**config.mk**
```make
export PLATFORM = sky130hd
export DESIGN_NAME = palette_ram_mp
export DESIGN_NICKNAME = d
export VERILOG_FILES = /design/src/rtl/palette_ram_mp.sv
export SDC_FILE = /design/constraint.sdc
export NUM_CORES = 1
export LEC_CHECK = 0
export CAP_MARGIN = 40
export CORE_ASPECT_RATIO = 0.6
export CORE_MARGIN = 2
export CORE_UTILIZATION = 51
export CTS_CLUSTER_SIZE = 28
export DETAILED_ROUTE_END_ITERATION = 8
export HOLD_SLACK_MARGIN = 0.1
export PLACE_DENSITY = 0.68
export SLEW_MARGIN = 25
export SYNTH_ARGS = -nofsm -noshare
export SYNTH_HDL_FRONTEND = slang
export SYNTH_SLANG_ARGS = --single-unit
```
**constraint.sdc**
```tcl
create_clock -name clk -period 2.7 [get_ports clk]
set_input_delay 0.54 -clock clk [delete_from_list [all_inputs] [get_ports clk]]
set_output_delay 0.54 -clock clk [all_outputs]
set_load 0.02 [all_outputs]
```
**src/rtl/palette_ram_mp.sv**
```systemverilog
// Palette RAM with one CPU read/write port and NUM_RD render read ports.
// Includes backdrop mirroring, write-first forwarding, a grayscale mask and a post-reset clear.
module palette_ram_mp #(
   parameter int unsigned       DATA_W    = 8,
   parameter int unsigned       ADDR_W    = 5,
   parameter int unsigned       NUM_RD    = 2,
   parameter bit                MIRROR_EN = 1'b1,
   parameter bit                OUT_REG   = 1'b0,
   parameter logic [DATA_W-1:0] INIT_VAL  = DATA_W'(8'h0F),
   parameter logic [DATA_W-1:0] GRAY_MASK = DATA_W'(8'h30)
) (
   input  logic                     clk,
   input  logic                     reset,
   input  logic                     grayscale,
   input  logic                     wren,
   input  logic                     rden,
   input  logic [ADDR_W-1:0]        addr,
   input  logic [DATA_W-1:0]        data_in,
   output logic [DATA_W-1:0]        data_out,
   output logic                     data_valid,
   output logic                     busy,
   input  logic [NUM_RD-1:0]        render_rden,
   input  logic [NUM_RD*ADDR_W-1:0] render_addr,
   output logic [NUM_RD*DATA_W-1:0] render_data,
   output logic [NUM_RD-1:0]        render_valid
);

   localparam int unsigned DEPTH = 2**ADDR_W;
   localparam logic [ADDR_W-1:0] LAST = '1;

   if (NUM_RD < 1 || NUM_RD > 4) begin : g_bad_num_rd
      $error("palette_ram_mp: NUM_RD must be in 1..4");
   end

   typedef enum logic {S_CLEAR, S_RUN} state_t;

   state_t              state_q, state_d;
   logic [ADDR_W-1:0]   cnt_q, cnt_d;
   logic                busy_q, busy_d;

   logic [DATA_W-1:0]   mem [DEPTH];

   logic                clear_c, mem_we_c, cpu_rd_c;
   logic [ADDR_W-1:0]   cpu_a_c, mem_wa_c;
   logic [DATA_W-1:0]   mem_wd_c, cpu_rdata_c;
   logic [ADDR_W-1:0]   r_addr_c [NUM_RD];
   logic [DATA_W-1:0]   r_val_c  [NUM_RD];

   logic [DATA_W-1:0]        data1_q, data1_d;
   logic                     dv1_q, dv1_d;
   logic [NUM_RD*DATA_W-1:0] rdata1_q, rdata1_d;
   logic [NUM_RD-1:0]        rv1_q, rv1_d;

   // Backdrop aliasing: entries with a[1:0]==0 in the upper half fold onto the lower half.
   function automatic logic [ADDR_W-1:0] map_addr(input logic [ADDR_W-1:0] a);
      map_addr = a;
      if (MIRROR_EN && (a[1:0] == 2'b00)) map_addr[ADDR_W-1] = 1'b0;
   endfunction

   always_ff @(posedge clk or posedge reset) begin
      if (reset) begin
         state_q <= S_CLEAR;
         cnt_q   <= '0;
         busy_q  <= 1'b1;
      end else begin
         state_q <= state_d;
         cnt_q   <= cnt_d;
         busy_q  <= busy_d;
      end
   end

   always_comb begin
      state_d = state_q;
      cnt_d   = cnt_q;
      case (state_q)
         S_CLEAR: begin
            cnt_d = cnt_q + ADDR_W'(1);
            if (cnt_q == LAST) state_d = S_RUN;
         end
         default: state_d = S_RUN;
      endcase
      busy_d = (state_d == S_CLEAR);
   end

   always_comb begin
      clear_c     = (state_q == S_CLEAR);
      cpu_a_c     = map_addr(addr);
      mem_we_c    = clear_c | wren;
      mem_wa_c    = clear_c ? cnt_q : cpu_a_c;
      mem_wd_c    = clear_c ? INIT_VAL : data_in;
      cpu_rd_c    = ~clear_c & rden;
      cpu_rdata_c = (wren && (mem_wa_c == cpu_a_c)) ? data_in : mem[cpu_a_c];
   end

   // Render lookups: write-first forwarding, then grayscale, forced to zero while clearing.
   always_comb begin
      for (int i = 0; i < int'(NUM_RD); i++) begin
         r_addr_c[i] = map_addr(render_addr[i*ADDR_W +: ADDR_W]);
         r_val_c[i]  = (mem_we_c && (mem_wa_c == r_addr_c[i])) ? mem_wd_c : mem[r_addr_c[i]];
         if (grayscale) r_val_c[i] = r_val_c[i] & GRAY_MASK;
         if (clear_c)   r_val_c[i] = '0;
      end
   end

   always_comb begin
      dv1_d    = cpu_rd_c;
      data1_d  = cpu_rd_c ? cpu_rdata_c : data1_q;
      rv1_d    = render_rden;
      rdata1_d = rdata1_q;
      for (int i = 0; i < int'(NUM_RD); i++) begin
         if (render_rden[i]) rdata1_d[i*DATA_W +: DATA_W] = r_val_c[i];
      end
   end

   always_ff @(posedge clk) begin
      if (mem_we_c) mem[mem_wa_c] <= mem_wd_c;
   end

   always_ff @(posedge clk or posedge reset) begin
      if (reset) begin
         data1_q  <= '0;
         dv1_q    <= 1'b0;
         rdata1_q <= '0;
         rv1_q    <= '0;
      end else begin
         data1_q  <= data1_d;
         dv1_q    <= dv1_d;
         rdata1_q <= rdata1_d;
         rv1_q    <= rv1_d;
      end
   end

   if (OUT_REG) begin : g_oreg
      logic [DATA_W-1:0]        data2_q;
      logic                     dv2_q;
      logic [NUM_RD*DATA_W-1:0] rdata2_q;
      logic [NUM_RD-1:0]        rv2_q;

      always_ff @(posedge clk or posedge reset) begin
         if (reset) begin
            data2_q  <= '0;
            dv2_q    <= 1'b0;
            rdata2_q <= '0;
            rv2_q    <= '0;
         end else begin
            data2_q  <= data1_q;
            dv2_q    <= dv1_q;
            rdata2_q <= rdata1_q;
            rv2_q    <= rv1_q;
         end
      end

      assign data_out     = data2_q;
      assign data_valid   = dv2_q;
      assign render_data  = rdata2_q;
      assign render_valid = rv2_q;
   end else begin : g_noreg
      assign data_out     = data1_q;
      assign data_valid   = dv1_q;
      assign render_data  = rdata1_q;
      assign render_valid = rv1_q;
   end

   assign busy = busy_q;

endmodule

```
# Word-level counts from Yosys, hierarchy flattened

Memory sizes are Yosys's and may differ from the RTL's. A register that Yosys moved wholly into a read port is not among the register bits.
Cells that the tools add are included.

Memory bits (writable): 256
Output and inout port bits: 28
Input bits: 30
Register bits: 26
Logic and storage cells: 36
Memories kept: 1

Memory list:

| memory | depth | bits a word | read ports | clocked after Yosys merged registers in | wr ports | line | RTL |
|---|---|---|---|---|---|---|---|
| mem    | 32    | 8           | 3          | 1                                       | 1        | 41   | `logic [DATA_W-1:0] mem [DEPTH];` |

Equal/unequal tests: 3
Add/subtract/negate cells: 1
Bitwise logic cells: 4
Reduce and logical (&&, ||, !) cells: 5
Mux-type cells: 15

Operators with widths:

| cell                                                          | count |
|---|---|
| 8-bit two-way mux                                             | 7 |
| 5-bit equality test                                           | 2 |
| 1-bit two-way mux                                             | 7 |
| 2-bit zero test                                               | 3 |
| 5-bit by 1-bit adder with 5-bit output, second input constant | 1 |
| 5-bit equality test, second input constant                    | 1 |
| 5-bit two-way mux                                             | 1 |
| 1-bit logical AND                                             | 2 |
| 1-bit NOT                                                     | 2 |
| 1-bit AND                                                     | 1 |
| 1-bit bitwise OR                                              | 1 |

# Longest topological paths before layout

Gate-level depths: netlist (run 1).

Word-level depth: 8
Depth in mapped cells: 10

# Least setup slack after synthesis (run 1)

No wires, ideal clock.

Path type: input to register
From: in addr[1]
To: reg data1_q[4], in the netlist data_out[4] (read register of mem)
Data arrival time: 2.310 ns
Stages: 7
Setup slack: 0.263 ns
Buffers on the path: 3
Cells stage by stage: buf_2 buf_2 buf_1 mux4_2 mux4_2 a22oi_1 nand3_1

Word-level cells in the longest chain between the ends: 2

RTL lines:

| element           | line | RTL |
|---|---|---|
| from (decl)       | 17   | `input logic [ADDR_W-1:0] addr,` |
| 2-bit zero test   | 57   | `if (MIRROR_EN && (a[1:0] == 2'b00)) map_addr[ADDR_W-1] = 1'b0;` |
| 1-bit two-way mux | 57   |  |
| to (decl)         | 49   | `logic [DATA_W-1:0] data1_q, data1_d;` |

Parallel ways exist; a longest one is shown, timed or not.
A chain may end at the register's enable or synchronous reset.

# Final worst setup path (run 1)

From: reg state_q
To: reg rdata1_q[7], in the netlist render_data[7]

Word-level cells in the longest chain between the ends: 6

RTL lines:

| element                                                 | line   | RTL |
|---|---|---|
| from (decl)                                             | 37     | `state_t state_q, state_d;` |
| from (signal assigned)                                  | 66     | `state_q <= state_d;` |
| 5-bit two-way mux or 1-bit NOT (tied branches)          | --     |  |
| 5-bit equality test or 1-bit bitwise OR (tied branches) | 99, 88 |  |
| 1-bit logical AND                                       | 99     | `r_val_c[i] = (mem_we_c && (mem_wa_c == r_addr_c[i])) ? mem_wd_c : mem[r_addr_c[i]];` |
| 8-bit two-way mux                                       | 99     |  |
| 8-bit two-way mux                                       | 100    | `if (grayscale) r_val_c[i] = r_val_c[i] & GRAY_MASK;` |
| 8-bit two-way mux *                                     | 101    | `if (clear_c) r_val_c[i] = '0;` |
| to (signal assigned)                                    | 128    | `rdata1_q <= rdata1_d;` |
| to (decl)                                               | 51     | `logic [NUM_RD*DATA_W-1:0] rdata1_q, rdata1_d;` |

Every way passes the cells marked *; elsewhere a longest branch is shown, timed or not.

==> reports/metrics.yaml, run 1 <==
finish:
  postLayoutCellArea_mm2: 0.0185
  fillers: 2258
  layout.nets: 1193
  drive_above_1_share_pct: 31.9
  post-route-util_pct: 61.5
  diodes: 0
  seqCellArea_mm2: 0.00851
  syn_to_final_growth_pct: 17.6
  multi_input_area_mm2: 0.00674
routing:
  via_count: 11000
  drt_iter0_drc: 1913
  wl_per_cell_um: 32.5
  drc: 0
  wirelength_um: 51700
  first_pass_iters: 5
  via_per_inst: 6.94
  postRouteAntennaNets: 0
critical_path:
  slowest_delay_ns: 0.60
  start_kind: "flip-flop"
  cp.arrival_ns: 2.95
  crit_type: "flip-flop to flip-flop"
  path_common_cell: "buf_4"
  worstPathMaxFanout: 10
  crit_slowest_cell: "nor2_1"
  critPathCaptureType: "flip-flop"
  cp.required_ns: 3.17
  crit_chain: "buf_4 > buf_4 > nand2_1 > nor2_1 > o2111ai_1 > o221ai_1"
yosys:
  ys_warn_count: 0
  synthTopCellsByArea: "edfxtp_1 49%, mux4_2 22%, dfrtp_1 5.2%"
  synth_top_area_share_pct: 48.5
  synth_ff_type: "edfxtp_1"
  synth_area_leader_cell: "edfxtp_1"
  avgSynthCellArea_um2: 15.4
  async_flop_share_pct: 11.8
  synth_seq_cells: 289
  syn_area_mm2: 0.0158
  synth_cells: 1021
  seq_area_frac_synth_pct: 54.0
  yosysUniqueCellTypes: 65
  synth-edff-count: 255
  synth_nets: 1053
power:
  seqPwrFrac_pct: 47.4
  leakagePower_nw: 6.46
  p_total_mw: 10.5
  p_clk_share_pct: 38.4
  internal-power_mw: 7.84
  pwr-share-comb_pct: 14.2
  power_density_mw_per_mm2: 565
  p_sw_share_pct: 25.2
  vdd_drop_max_mv: 0.807
  switchingPower_mw: 2.64
cts:
  numCtsBuffers: 28
  cts_tree: "done"
  cts.sinks: 289
  clkSlewWorstSetupHoldPaths_ns: 0.06
  insertion_delay_ns: 0.57
  cts_buffer_depth: 3
  cts_root_buffer: "clkbuf_16"
  cts_max_level: 1
global_routing:
  grt_max_degree: 36
  grt_pass1_vias: 10600
  grt_overflow_total: 0
  grt_pass1_wl_um: 74700
  antenna_found_initial: 2
  grt_use_total_pct: 32.6
die:
  chipHeight_um: 140
  row_count: 49
  die_w_um: 231
  start_util_pct: 52.3
  core_area_mm2: 0.0302
  pin_count: 58
  dieArea_mm2: 0.0324
placed_design:
  place_hpwl_um: 37700
  portBuffers: 57
  dp_slack_ns: -0.296
  gp_congestion: 1.01
  post_dp_cell_area_mm2: 0.0176
sta:
  tightest_slew_ns: 1.14
  clock_skew_ns: 0.0106
  finalCritPeriodShare_pct: 91.6
  hold_violations: 0
  rsz0062_at_grt: "false"
  slew_viol_final: 0
  fin_crit_ns: 2.47
  fin_ws_ns: 0.226
  setup_viol: 0
  fmaxAchievable_mhz: 404
  relSlewSlack_pct: 24.2
job:
  cap_violations: 0
hold_path:
  hold_path.class: "input port to async pin"
outcome:
  status: "completed"
==> routing by layer <==
| layer | share of wire, % | GRT usage (%) | vias to the layer above |
|---|---|---|---|
| li1 | - | - | 4475 |
| met1 | 42 | 52.2 | 5668 |
| met2 | 39 | 41.9 | 832 |
| met3 | 17 | 12.7 | 61 |
| met4 | 1.8 | 6.28 | 0 |
| met5 | 0 | 0 | - |
==> cells in the final DEF (no fill, tap or decap), drive strengths merged, types with 5 or more instances in the layout <==
cell type,count
dfrtp,33
nor3,7
edfxtp,255
mux2,17
nand2b,16
a21oi,18
mux4,154
nand3b,5
inv,21
o22ai,30
nor2,65
a22oi,9
clkinv,16
nand3,23
o311ai,6
clkdlybuf4s50,48
o221ai,6
xor2,6
xnor2,9
nand2,31
a211oi,17
o21ai,38
a31oi,5
a221o,10
clkbuf,31
mux2i,75
buf,146
nor2b,21
==> critical path: cells and delay by family (launching register included) <==
kind	cells	cell delay (ns)
simple gates	2	0.70
buf+inv	2	0.34
compound gates	2	0.79
flops	1	0.54
==> registers in the layout, indices dropped and copies added (netlist names) <==
name / cells
busy: 1
mem: 255
cnt_q: 5
data_valid: 1
render_valid: 2
render_data: 16
state_q: 1
data_out: 8
==> area by class of cell <==
type	instances	share of cell area [%]
inverters	22	0.445
clock inverters	20	1.12
flip-flops and latches	289	45.9
multi-input cells	626	36.3
clock buffers	31	3.84
repair buffers	194	9.62
well taps	408	2.75
==> power groups by stage <==
stage	Clock [mW]	Sequential, mW	Combinational, mW
global placement	0	5.07	1.44
finish	4.02	4.97	1.49
detailed placement	0	5.07	1.45
global route	4.24	4.97	1.55
CTS	4.06	4.97	1.46
floorplan	0	5.10	0.770
==> logic make-up (layout without fill, tap and decap cells) <==
| kind of cell | count (synthesis) | after routing | synth area share (%) |
|---|---|---|---|
| xor gates and xnor gates | 15 | 15 | 0.833 |
| and+or+nand+nor | 189 | 189 | 5.89 |
| muxes | 246 | 246 | 28.1 |
| buffers and inverters | 106 | 267 | 3.36 |
| DFF | 289 | 289 | 54.0 |
| adders and majority gates | 2 | 2 | 0.159 |
| AOI/OAI and AO/OA | 174 | 174 | 7.72 |
==> Yosys cell counts (18+ instances only) <==
cell,count
nor2_1,65
buf_2,35
mux4_2,154
nand2_1,31
o22ai_1,30
nand3_1,23
o21ai_0,37
a21oi_1,18
edfxtp_1,255
inv_1,21
mux2i_1,72
clkbuf_1,25
nor2b_1,21
dfrtp_1,33
==> per-stage QoR <==
| step | TNS (ns) | hold slack, ns | std cells |
|---|---|---|---|
| 6_report | 0 | 0.404 | 1590 |
| 2_1_floorplan | 0 | 0.478 | 1021 |
| 5_1_grt | 0 | 0.456 | 1590 |
| 3_3_place_gp | -1.09 | 0.503 | 1536 |
| 3_5_place_dp | -1.11 | 0.501 | 1539 |
| 4_1_cts | 0 | 0.403 | 1590 |
==> what timing repair did <==
action / 4_1_cts / 5_1_grt
gates cloned: 0 / 0
hold buffers: 0 / 0
endpoints found under the setup margin: 1 / 1
buffers inserted: 0 / 0
gates resized for setup: 1 / 1
==> final timing paths <==
path	start	cells past startpoint	end	slack, ns
min reg2reg	data_out[3]	2	data_out[3]	0.52
max in group asynchronous	reset	3	state_q	1.94
max reg2reg	state_q	6	render_data[7]	0.23
min	reset	3	render_data[6]	0.40
min in group clk	data_out[3]	2	data_out[3]	0.52
max	state_q	6	render_data[7]	0.23
Power figures use the tool's default switching activity.
==> run 2, diff against run 1 <==
Settings changed: CORE_ASPECT_RATIO 0.6 to 1.75, RECOVER_POWER from default to 100.
==> run 2 against run 1 <==
  * The flow now finishes with violations (max-capacitance violations, max-slew violations)
  * Final area grew 0.37%
  * Clock skew grew 0.011 ns
  * Non-clock buffer count grew 14
  * Maximum frequency shrank 3.4%
  * Register-to-register slack lost 0.09 ns
  * Global-route usage shrank 1.3 points
  * Largest cell class unchanged
  * Highest routed layer unchanged
==> reports/metrics.yaml, run 2 (synthesized netlist as in run 1, its figures left out) <==
cts:
  cts_hold_buf: 0  # unchanged
  cts.sinks: 289  # unchanged
  numCtsBuffers: 28  # unchanged
  cts_root_buffer: "clkbuf_16"  # unchanged
  cts_max_level: 1  # unchanged
  post-cts-setup-buffer-count: 0  # unchanged
  insertion_delay_ns: 0.58  # was 0.57 ns
  ctsResizeCount: 0  # was 1
  cts_buffer_depth: 3  # unchanged
  clkSlewWorstSetupHoldPaths_ns: 0.07  # was 0.06 ns
  cts_tree: "done"  # unchanged
routing:
  via_per_inst: 6.85  # was 6.94
  wirelength_um: 49600  # was 51700 um
  drc: 0  # unchanged
  first_pass_iters: 7  # was 5
  wl_per_cell_um: 31.2  # was 32.5 um
  drt_iter0_drc: 1006  # was 1913
  via_count: 10900  # was 11000
  postRouteAntennaNets: 0  # unchanged
outcome:
  violations: "max-capacitance violations, max-slew violations"
  status: "finished with violations"  # was completed
global_routing:
  grt_overflow_total: 0  # unchanged
  grt_use_total_pct: 31.3  # was 32.6%
  grt_pass1_wl_um: 72200  # was 74700 um
  antenna_found_initial: 0  # was 2
  grt_max_degree: 39  # was 36
  grt_pass1_vias: 11100  # was 10600
critical_path:
  start_kind: "flip-flop"  # unchanged
  rrSetupSlack_ns: 0.14  # was 0.23 ns
  cp.arrival_ns: 2.76  # was 2.95 ns
  crit_type: "flip-flop to flip-flop"  # unchanged
  critPathCaptureType: "flip-flop"  # unchanged
  worstPathMaxFanout: 9  # was 10
  cp.required_ns: 2.89  # was 3.17 ns
die:
  chipHeight_um: 237  # was 140 um
  core_area_mm2: 0.0306  # was 0.0302 mm^2
  die_w_um: 137  # was 231 um
  pin_count: 58  # unchanged
  start_util_pct: 51.5  # was 52.3%
  row_count: 85  # was 49
  dieArea_mm2: 0.0324  # about the same
sta:
  slew_viol_final: 35  # was 0
  setup_viol: 0  # unchanged
  finalCritPeriodShare_pct: 94.9  # was 91.6%
  tns_ns: 0  # unchanged
  tightest_slew_ns: 2.02  # was 1.14 ns
  rsz0062_at_grt: "false"  # unchanged
  fin_crit_ns: 2.56  # was 2.47 ns
  relSlewSlack_pct: -34.8  # was 24.2%
  fmaxAchievable_mhz: 390  # was 404 MHz
  clock_skew_ns: 0.0220  # was 0.0106 ns
  hold_violations: 0  # unchanged
finish:
  drive_above_1_share_pct: 29.3  # was 31.9%
  fillers: 2366  # was 2258
  layout.nets: 1207  # was 1193
  largest_reg_flops: 255  # unchanged
  top_register: "mem"  # unchanged
  final_cell_mix: "255 x edfxtp_1, 154 x mux4_2, 74 x mux2i_1"  # was 255 x edfxtp_1, 154 x mux4_2, 121 x buf_4
  instances_no_fill: 1588  # was 1590
  syn_to_final_growth_pct: 18.0  # was 17.6%
  multi_input_area_mm2: 0.00673  # was 0.00674 mm^2
  seqCellArea_mm2: 0.00851  # about the same
  diodes: 0  # unchanged
  postLayoutCellArea_mm2: 0.0186  # was 0.0185 mm^2
  final_common_cell: "edfxtp_1"  # unchanged
power:
  vdd_drop_max_mv: 0.587  # was 0.807 mV
  power_density_mw_per_mm2: 593  # was 565 mW/mm^2
  leakagePower_nw: 6.50  # was 6.46 nW
  p_total_mw: 11.0  # was 10.5 mW
placed_design:
  dp.cells: 1535  # was 1539
  place_hpwl_um: 36700  # was 37700 um
  portBuffers: 57  # unchanged
  gp_congestion: 0.992  # was 1.01
  post_dp_cell_area_mm2: 0.0177  # was 0.0176 mm^2
job:
  cap_violations: 1  # was 0
hold_path:
  hold_path.class: "flip-flop to flip-flop"  # was input port to async pin
[run 2: cell count changes in the layout (fill, tap and decap cells not counted), sizes merged]
cell and delta:
clkinvlp +1, dlymetal6s4s +1, inv +2, clkdlybuf4s50 -28, buf -48, clkbuf +61, clkinv -7, dlygate4sd3 +28
bufinv +5
[run 2: path summary, 6_finish.rpt]
| check | startpoint | end | cells past startpoint |
|---|---|---|---|
| hold reg to reg | data_out[0] | data_out[0] | 2 |
| hold / removal | data_out[0] | data_out[0] | 2 |
| max in group asynchronous | reset | data_out[5] | 3 |
| setup / recovery | state_q | mem[18][4] | 5 |
| min in group asynchronous | reset | data_valid | 3 |
| setup reg to reg | state_q | mem[18][4] | 5 |
[run 2: layout make-up]
cell class                      count  area share, %
Sequential cell                   289           45.7
Multi-Input combinational cell    626           36.1
Timing Repair Buffer              208           9.25
Clock buffer                       31           3.94
Tap cell                          391           2.63
Clock inverter                     21           1.90
Inverter                           22          0.444
[run 2: power breakdown]
group	internal, mW	switching, mW	leakage (nW)
Clock	2.83	1.80	0.525
Sequential	4.92	0.0463	2.72
Combinational	0.628	0.810	3.25
Total	8.39	2.65	6.50
[run 2: critical path, stage by stage, from the launching register on]
cell and delay [ns]:
dfrtp_1 0.62, mux2i_1 0.33, clkbuf_2 0.26, nand3_1 0.22
nor2_1 0.17, clkbuf_1 0.58
[run 2: per-layer routing]
layer | GRT usage, % | vias up | part of all wire [%]
li1 | - | 4498 | -
met5 | 0 | - | 0
met3 | 3.75 | 198 | 6.3
met4 | 21.4 | 0 | 8.6
met2 | 55.1 | 609 | 53
met1 | 34.7 | 5570 | 32
[run 2: metrics by stage]
stage	setup slack (ns)	util, %	hold WS [ns]
final	0.138	60.8	0.480
after global routing	0.0738	60.8	0.506
after CTS	0.312	61.5	0.374
after detailed placement	-0.171	57.9	0.474
after global placement	-0.126	57.9	0.482
after floorplan	0.263	-	0.478
==> run 3, diff against run 2 <==
Settings changed: CORE_UTILIZATION 51 to 60, PLACE_DENSITY 0.68 to 0.79.
==> run 3 against run 2 <==
  * The run still ends with max-capacitance violations, max-slew violations left
  * First-iteration DRC count increased by 16%
  * Wire length shrank 4.2%
  * Clock skew rose by 0.0034 ns
  * Register-to-register slack worse by 0.12 ns
  * Critical path depth did not move
  * Final area down 1.8%
  * Power fell by 5.6%
  * Sequential cell count did not move
  * Via count fell by 0.81%
  * Core utilization increased by 9.9 points
  * Sequential power barely moved
  * Critical path type unchanged
  * Highest routed layer unchanged
==> reports/metrics.yaml, run 3 (synthesized netlist as in run 1, its figures left out) <==
outcome:
  status: "finished with violations"  # unchanged
  violations: "max-capacitance violations, max-slew violations"  # unchanged
power:
  vdd_drop_max_mv: 0.633  # was 0.587 mV
  p_sw_share_pct: 24.6  # was 24.0%
  seqPwrFrac_pct: 47.7  # was 45.0%
  power_density_mw_per_mm2: 570  # was 593 mW/mm^2
  pwr-share-comb_pct: 13.7  # was 13.0%
  internal-power_mw: 7.86  # was 8.39 mW
  p_clk_share_pct: 38.6  # was 42.0%
  p_total_mw: 10.4  # was 11.0 mW
  switchingPower_mw: 2.56  # was 2.65 mW
  leakagePower_nw: 6.39  # was 6.50 nW
placed_design:
  place_hpwl_um: 35100  # was 36700 um
  gp_congestion: 1.07  # was 0.992
  portBuffers: 57  # unchanged
  dp_slack_ns: -0.169  # was -0.171 ns
  post_dp_cell_area_mm2: 0.0175  # was 0.0177 mm^2
routing:
  postRouteAntennaNets: 0  # unchanged
  wl_per_cell_um: 31.7  # was 31.2 um
  drt_iter0_drc: 1168  # was 1006
  first_pass_iters: 5  # was 7
  via_per_inst: 7.20  # was 6.85
  wirelength_um: 47500  # was 49600 um
  via_count: 10800  # was 10900
  drc: 0  # unchanged
finish:
  largest_reg_flops: 255  # unchanged
  drive_above_1_share_pct: 29.6  # was 29.3%
  postLayoutCellArea_mm2: 0.0183  # was 0.0186 mm^2
  syn_to_final_growth_pct: 15.9  # was 18.0%
  final_cell_mix: "255 x edfxtp_1, 154 x mux4_2, 74 x mux2i_1"  # unchanged
  fillers: 1766  # was 2366
  layout.nets: 1189  # was 1207
  post-route-util_pct: 70.7  # was 60.8%
  final_common_cell: "edfxtp_1"  # unchanged
  top_register: "mem"  # unchanged
job:
  cap_violations: 1  # unchanged
cts:
  post-cts-setup-buffer-count: 0  # unchanged
  ctsResizeCount: 0  # unchanged
  cts_root_buffer: "clkbuf_16"  # unchanged
  clkSlewWorstSetupHoldPaths_ns: 0.07  # about the same
  cts_buffer_depth: 3  # unchanged
  numCtsBuffers: 27  # was 28
  cts_tree: "done"  # unchanged
  cts_max_level: 1  # unchanged
  insertion_delay_ns: 0.57  # was 0.58 ns
  cts_hold_buf: 0  # unchanged
  cts.sinks: 289  # unchanged
sta:
  rsz0062_at_grt: "false"  # unchanged
  fin_crit_ns: 2.68  # was 2.56 ns
  tightest_slew_ns: 2.19  # was 2.02 ns
  fin_ws_ns: 0.0169  # was 0.138 ns
  fmaxAchievable_mhz: 373  # was 390 MHz
  hold_slack_ns: 0.502  # was 0.480 ns
  finalCritPeriodShare_pct: 99.4  # was 94.9%
  slew_viol_final: 35  # unchanged
  clock_skew_ns: 0.0254  # was 0.0220 ns
  setup_viol: 0  # unchanged
  hold_violations: 0  # unchanged
  relSlewSlack_pct: -46.1  # was -34.8%
critical_path:
  r2r_start: "state_q"  # unchanged
  start_kind: "flip-flop"  # unchanged
  cp.arrival_ns: 2.86  # was 2.76 ns
  rrSetupSlack_ns: 0.02  # was 0.14 ns
  crit_type: "flip-flop to flip-flop"  # unchanged
  cp.required_ns: 2.88  # was 2.89 ns
  worstPathMaxFanout: 12  # was 9
  critPathCaptureType: "flip-flop"  # unchanged
  ff2ff_path_depth: 5  # unchanged
  r2r_end: "mem[7][2]"  # was mem[18][4]
die:
  core_area_mm2: 0.0259  # was 0.0306 mm^2
  dieArea_mm2: 0.0277  # was 0.0324 mm^2
  row_count: 78  # was 85
  start_util_pct: 61.0  # was 51.5%
  chipHeight_um: 218  # was 237 um
  pin_count: 58  # unchanged
  die_w_um: 127  # was 137 um
global_routing:
  grt_max_degree: 39  # unchanged
  grt_pass1_wl_um: 70400  # was 72200 um
  antenna_found_initial: 0  # unchanged
  grt_pass1_vias: 11000  # was 11100
  grt_overflow_total: 0  # unchanged
  grt_use_total_pct: 35.1  # was 31.3%
hold_path:
  hold_end: "data_out[7]"  # was data_out[0]
  min_from: "data_out[7]"  # was data_out[0]
  hold_depth: 2  # unchanged
  hold_path.class: "flip-flop to flip-flop"  # unchanged
-- run 3: cell types whose count changed in the layout (fill, tap and decap cells not counted), moves of 2 or more --
cell and delta:
clkbuf_1 -17, clkbuf_2 +8, buf_4 -7, bufinv_16 -5, clkbuf_8 +3, a211oi_1 +2
a211oi_2 -2, clkbuf_16 -2, clkinv_1 -2, clkinvlp_4 +2
-- run 3: power by group through the flow --
stage / Combinational [mW] / Sequential, mW / Clock, mW
after floorplan: 0.770 / 5.10 / 0
after global placement: 1.41 / 5.06 / 0
after detailed placement: 1.43 / 5.06 / 0
after CTS: 1.44 / 4.97 / 4.06
after global routing: 1.48 / 4.97 / 4.23
final: 1.42 / 4.97 / 4.02
-- run 3: how the worst max path moves through the flow --
stage	start	end	slack, ns
3_3_place_gp	render_addr[3]	render_data[2]	-0.18
2_1_floorplan	addr[1]	data_out[4]	0.26
4_1_cts	state_q	mem[6][2]	0.19
3_5_place_dp	render_addr[0]	render_data[5]	-0.17
6_report	state_q	mem[7][2]	0.02
5_1_grt	state_q	mem[7][2]	0.02
-- run 3: layout make-up --
type / count / area (um^2) / area share, %
multi-input combinational: 626 / 6710 / 36.7
inverter: 22 / 82.6 / 0.452
antenna: 1 / 2.50 / 0.0137
clock buffer: 33 / 728 / 3.98
sequential: 289 / 8510 / 46.6
tap: 320 / 400 / 2.19
clock inverter: 16 / 205 / 1.12
timing repair buffer: 191 / 1630 / 8.94
-- run 3: worst max-delay path, stage by stage, from the launching register on --
cell and delay (ns):
dfrtp_1 0.70, mux2i_4 0.42, clkbuf_1 0.21, nand3b_1 0.23, nor2_1 0.15, clkbuf_1 0.58
-- run 3: per-stage QoR --
step / cells / setup TNS, ns
6_report: 1498 / 0
5_1_grt: 1497 / 0
4_1_cts: 1496 / 0
3_5_place_dp: 1447 / -0.379
3_3_place_gp: 1445 / -0.585
2_1_floorplan: 1021 / 0
-- run 3: metal layers --
| layer | wire length [um] | vias up | part of all wire (%) | global-route usage (%) |
|---|---|---|---|---|
| met1 | 15100 | 5484 | 32 | 39.8 |
| met3 | 3350 | 198 | 7.0 | 4.87 |
| li1 | - | 4474 | - | - |
| met2 | 25100 | 631 | 53 | 61.4 |
| met5 | 0 | - | 0 | 0 |
| met4 | 4020 | 0 | 8.5 | 23.6 |
==> RTL change (settings of run 2) <==
Reset style: synchronous (`reset`), changed in 3 clocked blocks.
--- a/src/rtl/palette_ram_mp.sv
+++ b/src/rtl/palette_ram_mp.sv
@@ -57,7 +57,7 @@
       if (MIRROR_EN && (a[1:0] == 2'b00)) map_addr[ADDR_W-1] = 1'b0;
    endfunction
 
-   always_ff @(posedge clk or posedge reset) begin
+   always_ff @(posedge clk) begin
       if (reset) begin
          state_q <= S_CLEAR;
          cnt_q   <= '0;
@@ -116,7 +116,7 @@
       if (mem_we_c) mem[mem_wa_c] <= mem_wd_c;
    end
 
-   always_ff @(posedge clk or posedge reset) begin
+   always_ff @(posedge clk) begin
       if (reset) begin
          data1_q  <= '0;
          dv1_q    <= 1'b0;
@@ -136,7 +136,7 @@
       logic [NUM_RD*DATA_W-1:0] rdata2_q;
       logic [NUM_RD-1:0]        rv2_q;
 
-      always_ff @(posedge clk or posedge reset) begin
+      always_ff @(posedge clk) begin
          if (reset) begin
             data2_q  <= '0;
             dv2_q    <= 1'b0;
Formal check against the unedited RTL: differs if reset is asserted again (counterexample within 4 cycles, from zero or initial values and one cycle with reset high); with reset held inactive, the same outputs for 10 cycles.
==> RTL change against run 2 <==
  * Fmax increased by 1.0%
  * First-iteration DRC count rose by 50%
  * Synthesized area down 0.75%
  * Routed wire length increased by 21%
  * Sequential cell count is 4 lower
  * Hold slack improved by 0.012 ns
  * Non-clock buffer count up 29
  * Design area hardly changed
  * Worst setup slack better by 0.026 ns
  * Power decreased by 7.8%
  * Largest power group unchanged
==> RTL change: results (changes against run 2) <==
| Metric | Value |
|---|---|
| Critical Path Fanout Max | 16 (+7) |
| Fin area | 18600 um2 (about the same) |
| Cts bufs inserted | 27 (-3.6%) |
| Routability cong. | 1.11 (+12%) |
| Synth cell count leaders | edfxtp_1 (251), mux4_2 (109), nand2_1 (93), nor2_1 (87), mux2i_1 (75) |
| Initial antenna violation count | 2 (+2) |
| VDD IR max | 486 uV (-17%) |
| Synth-to-Final Area Change | 18.8% |
| Worst Tran Pin Value | 1.04 ns (-0.981 ns) |
| Syn_nets | 1174 (+11%) |
| Number of synthesized register bits | 285 (-1.4%) |
| Multi-input logic area | 6880 um2 (+2.3%) |
| Cell family with most CP delay | buffers and inverters |
| Total number of H-tree levels | 1 (unchanged) |
| Max FFs per register | 251 (-1.6%) |
| #MultiIn Comb | 756 (+21%) |
| Clock latency on the worst-skew pair | 0.57 ns |
| Leakage power | 6.40 nW (-1.5%) |
| Clock-cell share of area | 0.0499 (-0.00850) |
| Finish-stage setup viols | 0 (unchanged) |
| Largest net degree at the start of global routing | 33 (-15%) |
| CTS root buffer | clkbuf_16 |
| Initial DRC count | 1512 (+50%) |
| Non-clk bufs | 237 (+14%) |
| Sw Ratio | 0.248 (+0.00723) |
| Area post-placement | 17800 um2 (+0.46%) |
| Non-clock inverters | 14 (-36%) |
| Clock skew | 0.00965 ns (-0.0123 ns) |
| Final HPWL DP | 45200 um (+23%) |
| Clock power frac | 0.394 (-0.026) |
| First-pass GRT wire length | 84600 um (+17%) |
| Fraction of layout cells with a size suffix above 1 | 0.267 (-0.0263) |
| Worst path max stage delay | 0.77 ns (+0.15 ns) |
| ANT cells | 1 (+1) |
| Clock Buffer Count | 30 (-3.2%) |
| Logic pwr share | 0.135 (+0.005) |
| Nets | 1353 (+12%) |
| Register Area | 8220 um2 (-3.4%) |
| Async S/R FF share, synth | 0 (-0.118) |
| DRT Pass-1 Iters | 6 (-1) |
| DR vias | 12100 (+12%) |
| Sequential cell area fraction in the yosys report | 0.525 (-0.0145) |
| Post-Route WL | 59900 um (+21%) |
| Synth top area cells | edfxtp_1 (48%), mux4_2 (16%), mux2i_1 (4.8%) |
| FILL cells | 2390 (+1.0%) |
| Tot GR Track Use | 0.377 (+0.0638) |
| CP max stage cell | dfxtp_1 |
| Status | finished clean |
| NonClk Buf Share | 0.109 (+0.0170) |
| Comb pwr | 0.00137 W (-5%) |
| Synth cell types | 73 (+12%) |
| EDFF count, synth | 251 (-1.6%) |
==> RTL change: changes by cell type after synthesis, moves of 10 or more <==
cell,run 2,this run
a211oi_1,15,5
a221oi_1,1,11
a31oi_1,5,16
dfrtp_1,33,0
dfxtp_1,0,34
mux2_2,17,28
mux4_2,154,109
nand2_1,31,93
nor2_1,65,87
nor3_1,6,17
o21ai_0,37,50
==> RTL change: tightest hold or removal path: stages, from the launching register on <==
cell and delay (ns):
dfxtp_1 0.32, nand2_1 0.05, o211ai_1 0.07
==> RTL change: per-layer routing <==
metal / vias to the layer above / GRT usage / share of wire
li1: 4990 / - / -
met1: 6111 / 0.443 / 0.33
met2: 794 / 0.612 / 0.48
met3: 251 / 0.0571 / 0.082
met4: 2 / 0.291 / 0.10
met5: - / 0 / 0.00022
==> RTL change: path summary, 6_finish.rpt <==
kind	from	to	slack [ns]	cells past startpoint
worst max-delay path	state_q$_SDFF_PP0_	mem[31][6]$_DFFE_PP_	0.16	6
worst min-delay path	render_data[10]$_SDFFE_PP0P_	render_data[10]$_SDFFE_PP0P_	0.49	2
worst max register to register	state_q$_SDFF_PP0_	mem[31][6]$_DFFE_PP_	0.16	6
worst min register to register	render_data[10]$_SDFFE_PP0P_	render_data[10]$_SDFFE_PP0P_	0.49	2
==> RTL change: stage by stage <==
stage / setup TNS (ns) / instances / worst slack, ns
finish: 0 / 1729 / 0.164
global route: 0 / 1728 / 0.0752
CTS: 0 / 1727 / 0.337
detailed placement: -0.178 / 1678 / -0.0683
global placement: -0.122 / 1678 / -0.0579
floorplan: 0 / 1142 / 0.377
==> RTL change: cell families after synthesis <==
group,share of synthesized area
and+or+nand+nor,0.0799
buffers and inverters,0.0354
adders and majority gates,0.00160
xor gates and xnor gates,0.0111
muxes,0.236
AOI/OAI and AO/OA,0.111
DFF,0.525
